--- config.mk ---
export PLATFORM = sky130hd
export DESIGN_NAME = frq_meter_bcd
export DESIGN_NICKNAME = d
export VERILOG_FILES = /design/src/rtl/frq_meter_bcd.sv
export SDC_FILE = /design/constraint.sdc
export NUM_CORES = 1
export LEC_CHECK = 0
export ABC_AREA = 0
export BUFFER_PORTS_ARGS = -buffer_cell sky130_fd_sc_hd__buf_2
export CORE_ASPECT_RATIO = 0.75
export CORE_MARGIN = 10
export CORE_UTILIZATION = 26
export DETAILED_ROUTE_END_ITERATION = 8
export GPL_ROUTABILITY_DRIVEN = 0
export SLEW_MARGIN = 25
export SYNTH_ARGS = -nofsm -noshare
export SYNTH_HDL_FRONTEND = slang
export SYNTH_SLANG_ARGS = --single-unit
--- constraint.sdc ---
create_clock -name mclk -period 2.64 [get_ports mclk]
set_input_delay 0.132 -clock mclk [delete_from_list [all_inputs] [get_ports mclk]]
set_output_delay 0.132 -clock mclk [all_outputs]
set_load 0.005 [all_outputs]
--- src/rtl/frq_meter_bcd.sv ---
// Frequency meter: counts sig_in rising edges over a GATE_CYCLES window into a DIGITS-wide BCD counter.
// Optional FRQ_METER_BLANK_EN: leading-zero digits are latched as 4'hF (blank code).
module frq_meter_bcd #(
    parameter int GATE_CYCLES = 1000,
    parameter int DIGITS      = 4
) (
    input  logic                  mclk,
    input  logic                  reset,
    input  logic                  sig_in,
    output logic [4*DIGITS-1:0]   bcd,
    output logic                  valid,
    output logic                  overflow
);

    localparam int GW = (GATE_CYCLES > 1) ? $clog2(GATE_CYCLES) : 1;
    localparam logic [GW-1:0] GATE_LAST = GW'(GATE_CYCLES - 1);

    logic                r_s1, r_s2, r_s3;
    logic [GW-1:0]       r_gate;
    logic [4*DIGITS-1:0] r_acc;
    logic                r_sat;
    logic [4*DIGITS-1:0] r_bcd;
    logic                r_valid;
    logic                r_ovf;

    logic                w_edge;
    logic                w_close;
    logic                w_all9;
    logic                w_carry;
    logic [4*DIGITS-1:0] w_acc_inc;
    logic [4*DIGITS-1:0] w_acc_nx;
    logic [4*DIGITS-1:0] w_latch;

    assign w_edge  = r_s2 & ~r_s3;
    assign w_close = (r_gate == GATE_LAST);

    // Ripple decimal carry; at all 9s the count freezes instead of wrapping.
    always_comb begin
        w_acc_inc = r_acc;
        w_carry   = w_edge;
        w_all9    = 1'b1;
        for (int k = 0; k < DIGITS; k++) begin
            if (r_acc[4*k +: 4] != 4'd9) w_all9 = 1'b0;
            if (w_carry) begin
                if (r_acc[4*k +: 4] == 4'd9) begin
                    w_acc_inc[4*k +: 4] = 4'd0;
                end else begin
                    w_acc_inc[4*k +: 4] = r_acc[4*k +: 4] + 4'd1;
                    w_carry             = 1'b0;
                end
            end
        end
        w_acc_nx = w_all9 ? r_acc : w_acc_inc;
    end

`ifdef FRQ_METER_BLANK_EN
    logic w_lead;

    always_comb begin
        w_latch = w_acc_nx;
        w_lead  = 1'b1;
        for (int k = DIGITS - 1; k > 0; k--) begin
            if (w_lead && (w_acc_nx[4*k +: 4] == 4'd0)) w_latch[4*k +: 4] = 4'hF;
            else                                        w_lead = 1'b0;
        end
    end
`else
    assign w_latch = w_acc_nx;
`endif

    always_ff @(posedge mclk or posedge reset) begin
        if (reset) begin
            r_s1    <= 1'b0;
            r_s2    <= 1'b0;
            r_s3    <= 1'b0;
            r_gate  <= '0;
            r_acc   <= '0;
            r_sat   <= 1'b0;
            r_bcd   <= '0;
            r_valid <= 1'b0;
            r_ovf   <= 1'b0;
        end else begin
            r_s1    <= sig_in;
            r_s2    <= r_s1;
            r_s3    <= r_s2;
            r_valid <= w_close;
            if (w_close) begin
                // Edge seen in the close cycle belongs to the window being closed.
                r_gate <= '0;
                r_bcd  <= w_latch;
                r_ovf  <= r_sat | (w_all9 & w_edge);
                r_acc  <= '0;
                r_sat  <= 1'b0;
            end else begin
                r_gate <= r_gate + GW'(1);
                r_acc  <= w_acc_nx;
                if (w_all9 & w_edge) r_sat <= 1'b1;
            end
        end
    end

    assign bcd      = r_bcd;
    assign valid    = r_valid;
    assign overflow = r_ovf;

endmodule

==> flow_summary_export.csv <==
group,metric,value,unit
status,status,"finished, violations left",
status,failed_checks,"negative hold slack",
power_and_ir_drop,max-vdd-ir-drop,0.293,mV
die,rows,28,
setup_path,path_delay_family,"simple AND/OR/NAND/NOR gates",
finish,layout_commonest_cell,"dfrtp_1",
setup_path,path_cells,"ha_1 -> nand3_1 -> or4_1 -> inv_2 -> nor2_1 -> a31oi_1",
grt,grt_max_degree,49,
setup_path,crit_buf_inv,1,
synth,yosysWarnings,0,
cts,clk_pin_slew,90,ps
finish,nets,236,
synth,synth_xor_area_share,4.44,%
finish,syn2layout_area_growth,16.0,%
synth,ys_seq_elements,48,
grt,grtUsageTotal,7.65,%
die,io_pins,21,
sta,post-route-min-period,1980,ps
die,die_h,99.1,um
die,fp.dieW,125,um
setup_path,end_kind,"flop",
cts,cts_made_buffers,5,
sta,finalSetupViolCount,0,
synth,syn-num-nets,214,
drt,viasPerCell,4.56,
grt,grt_antenna_before_repair,0,
power_and_ir_drop,leakagePower,0.00111,uW
die,die_area,12400,um2
synth,synth_mux_area_share,1.85,%
setup_path,startpoint,"r_gate[0]$_DFF_PP0_",
synth,synth.distinct_cells,41,
sta,whs,-40.8,ps
die,core_area,8020,um2
sta,max_slew_margin,44.0,%
synth,syn_area,2170,um2
drt,drtPass1Iterations,4,
cts,cts.sinks,48,
sta,slew_viol_final,0,
finish,n_antenna_cell,0,
cts,post_cts_buffers,0,
setup_path,crit_type,"reg -> reg",
cts,cts_max_level,2,
placement,port-buffer-count,20,
grt,grt_pass1_vias,1571,
synth,yosys.area_share.simple,25.5,%
finish,drive_gt1_share,15.9,%
grt,overflow,0,
placement,dpl.hpwl,3140,um
setup_path,critPathMaxStageDelay,540,ps
cts,clockBufferDepth,2,
die,initial_core_util,27.0,%
setup_path,rr_worst_depth,6,
sta,rsz0062_at_grt,"false",
drt,ant_nets,0,
power_and_ir_drop,p_per_area,658,nW/um2
synth,synth_top_family_by_area,"simple AND/OR/NAND/NOR gates",
finish,utilization,31.4,%
synth,synth_compound_area_share,9.92,%
cts,clockRootBuffer,"clkbuf_8",
sta,skew,6.00,ps
sta,hold_viol_final,48,
setup_path,cp_num_cells,6,
synth,async_reset_ff_share,100,%
synth,avgSynthCellArea,10.3,um2
drt,vias,1542,
setup_path,r2r_start,"r_gate[0]$_DFF_PP0_",
run,maxCapViolCount,0,
setup_path,critPathSlowestCell,"or4_1",
drt,wire_per_inst,13.5,um
grt,grt_pass1_wl,7990,um
drt,drc,0,
cts,cts_tree,"built",
synth,synth_edf_count,0,
setup_path,cp-start-kind,"flop",
synth,yosysSeqAreaShare,55.4,%
synth,synth_ff_type,"dfrtp_1",
drt,first_iter_violations,100,
cts,clock_latency,300,ps
setup_path,arrival,2200,ps
sta,fin_tns_setup,0,ps
synth,synthAdderAreaFrac,0.577,%
drt,wl,4560,um
sta,max_freq,0.506,GHz
setup_path,crit_path_max_fanout,28,
sta,tightest_slew,839,ps
sta,timing.final.crit_share,74.9,%
setup_path,critPathRequiredTime,2860,ps
finish,most-common-layout-cells,"dfrtp_1 (48), nor2_1 (25), nand2_1 (20), buf_2 (20), o21ai_0 (14)",
worst_hold_path,hold_class,"in -> async",
synth,synth_cells,210,
through the flow:
stage	setup WS (ps)	area [um2]	std cells	hold slack (ps)	power, uW
6_report	663	2520	338	-40.8	1660
3_3_place_gp	717	2380	329	242	1080
5_1_grt	434	2520	338	7.22	1740
3_5_place_dp	647	2380	329	242	1080
4_1_cts	616	2520	338	95.3	1670
2_1_floorplan	851	2170	210	163	1030
synth_stat cells, types with 3 or more instances:
cell type / n / area (um2)
dfrtp_1: 48 / 1200
nor2_1: 25 / 93.8
nand2_1: 20 / 75.1
o21ai_0: 14 / 70.1
a21oi_1: 9 / 45.0
nor3_1: 9 / 45.0
xnor2_1: 6 / 52.6
clkbuf_1: 5 / 18.8
inv_1: 5 / 18.8
nand3_1: 5 / 25.0
nand4_1: 5 / 31.3
o31ai_1: 5 / 37.5
xor2_1: 5 / 43.8
mux2i_1: 4 / 40.0
nor2b_1: 4 / 25.0
nor4_1: 4 / 25.0
nand2b_1: 3 / 18.8
nand3b_1: 3 / 22.5
repair_timing:
action | 4_1_cts | 5_1_grt
endpoints found under the setup margin | 0 | 0
gates resized for setup | 0 | 0
hold buffers | 1 | 0
hold endpoints to repair | 1 | 0
layer usage:
metal,track usage [%],part of all wire (%),vias to the layer above
met5,0,0,-
met4,2.39,0.50,0
met3,2.49,3.8,4
met2,10.5,40,28
met1,11.0,56,726
li1,-,-,784
final cells by class:
class,count,area (um2)
clock buffers,7,96.3
clock inverters,1,30.0
fillers,831,5510
inverters,6,23.8
multi-input cells,149,917
flip-flops and latches,48,1200
well taps,105,131
repair buffers,22,118
sequential cells by signal, summed over array words and instances (netlist names):
register,flops
r_acc,16
r_s3,1
r_sat,1
bcd,16
overflow,1
r_s1,1
valid,1
r_s2,1
r_gate,10
power by group:
part / total (uW) / internal, uW / switching [uW]
registers: 879 / 785 / 93.7
logic: 194 / 98.3 / 95.7
clock network: 584 / 334 / 249
total: 1660 / 1220 / 439
cell families (layout without fill, tap and decap cells):
logic type / Yosys count / count (layout)
AND/OR/NAND/NOR: 96 / 96
flip-flops: 48 / 48
AO/OA/AOI/OAI: 37 / 37
buffers and inverters: 13 / 36
multiplexers: 4 / 4
XOR/XNOR: 11 / 11
adder cells (fa/ha/maj): 1 / 1
worst paths after layout:
path | slack [ps] | endpoint
hold / removal | -40 | bcd[2]$_DFFE_PP0P_
hold reg to reg | 360 | r_s2$_DFF_PP0_
setup reg to reg | 660 | bcd[11]$_DFFE_PP0P_
max in group asynchronous | 2180 | r_s1$_DFF_PP0_
min in group mclk | 360 | r_s2$_DFF_PP0_
setup / recovery | 660 | bcd[11]$_DFFE_PP0P_
Power figures use the tool's default switching activity.
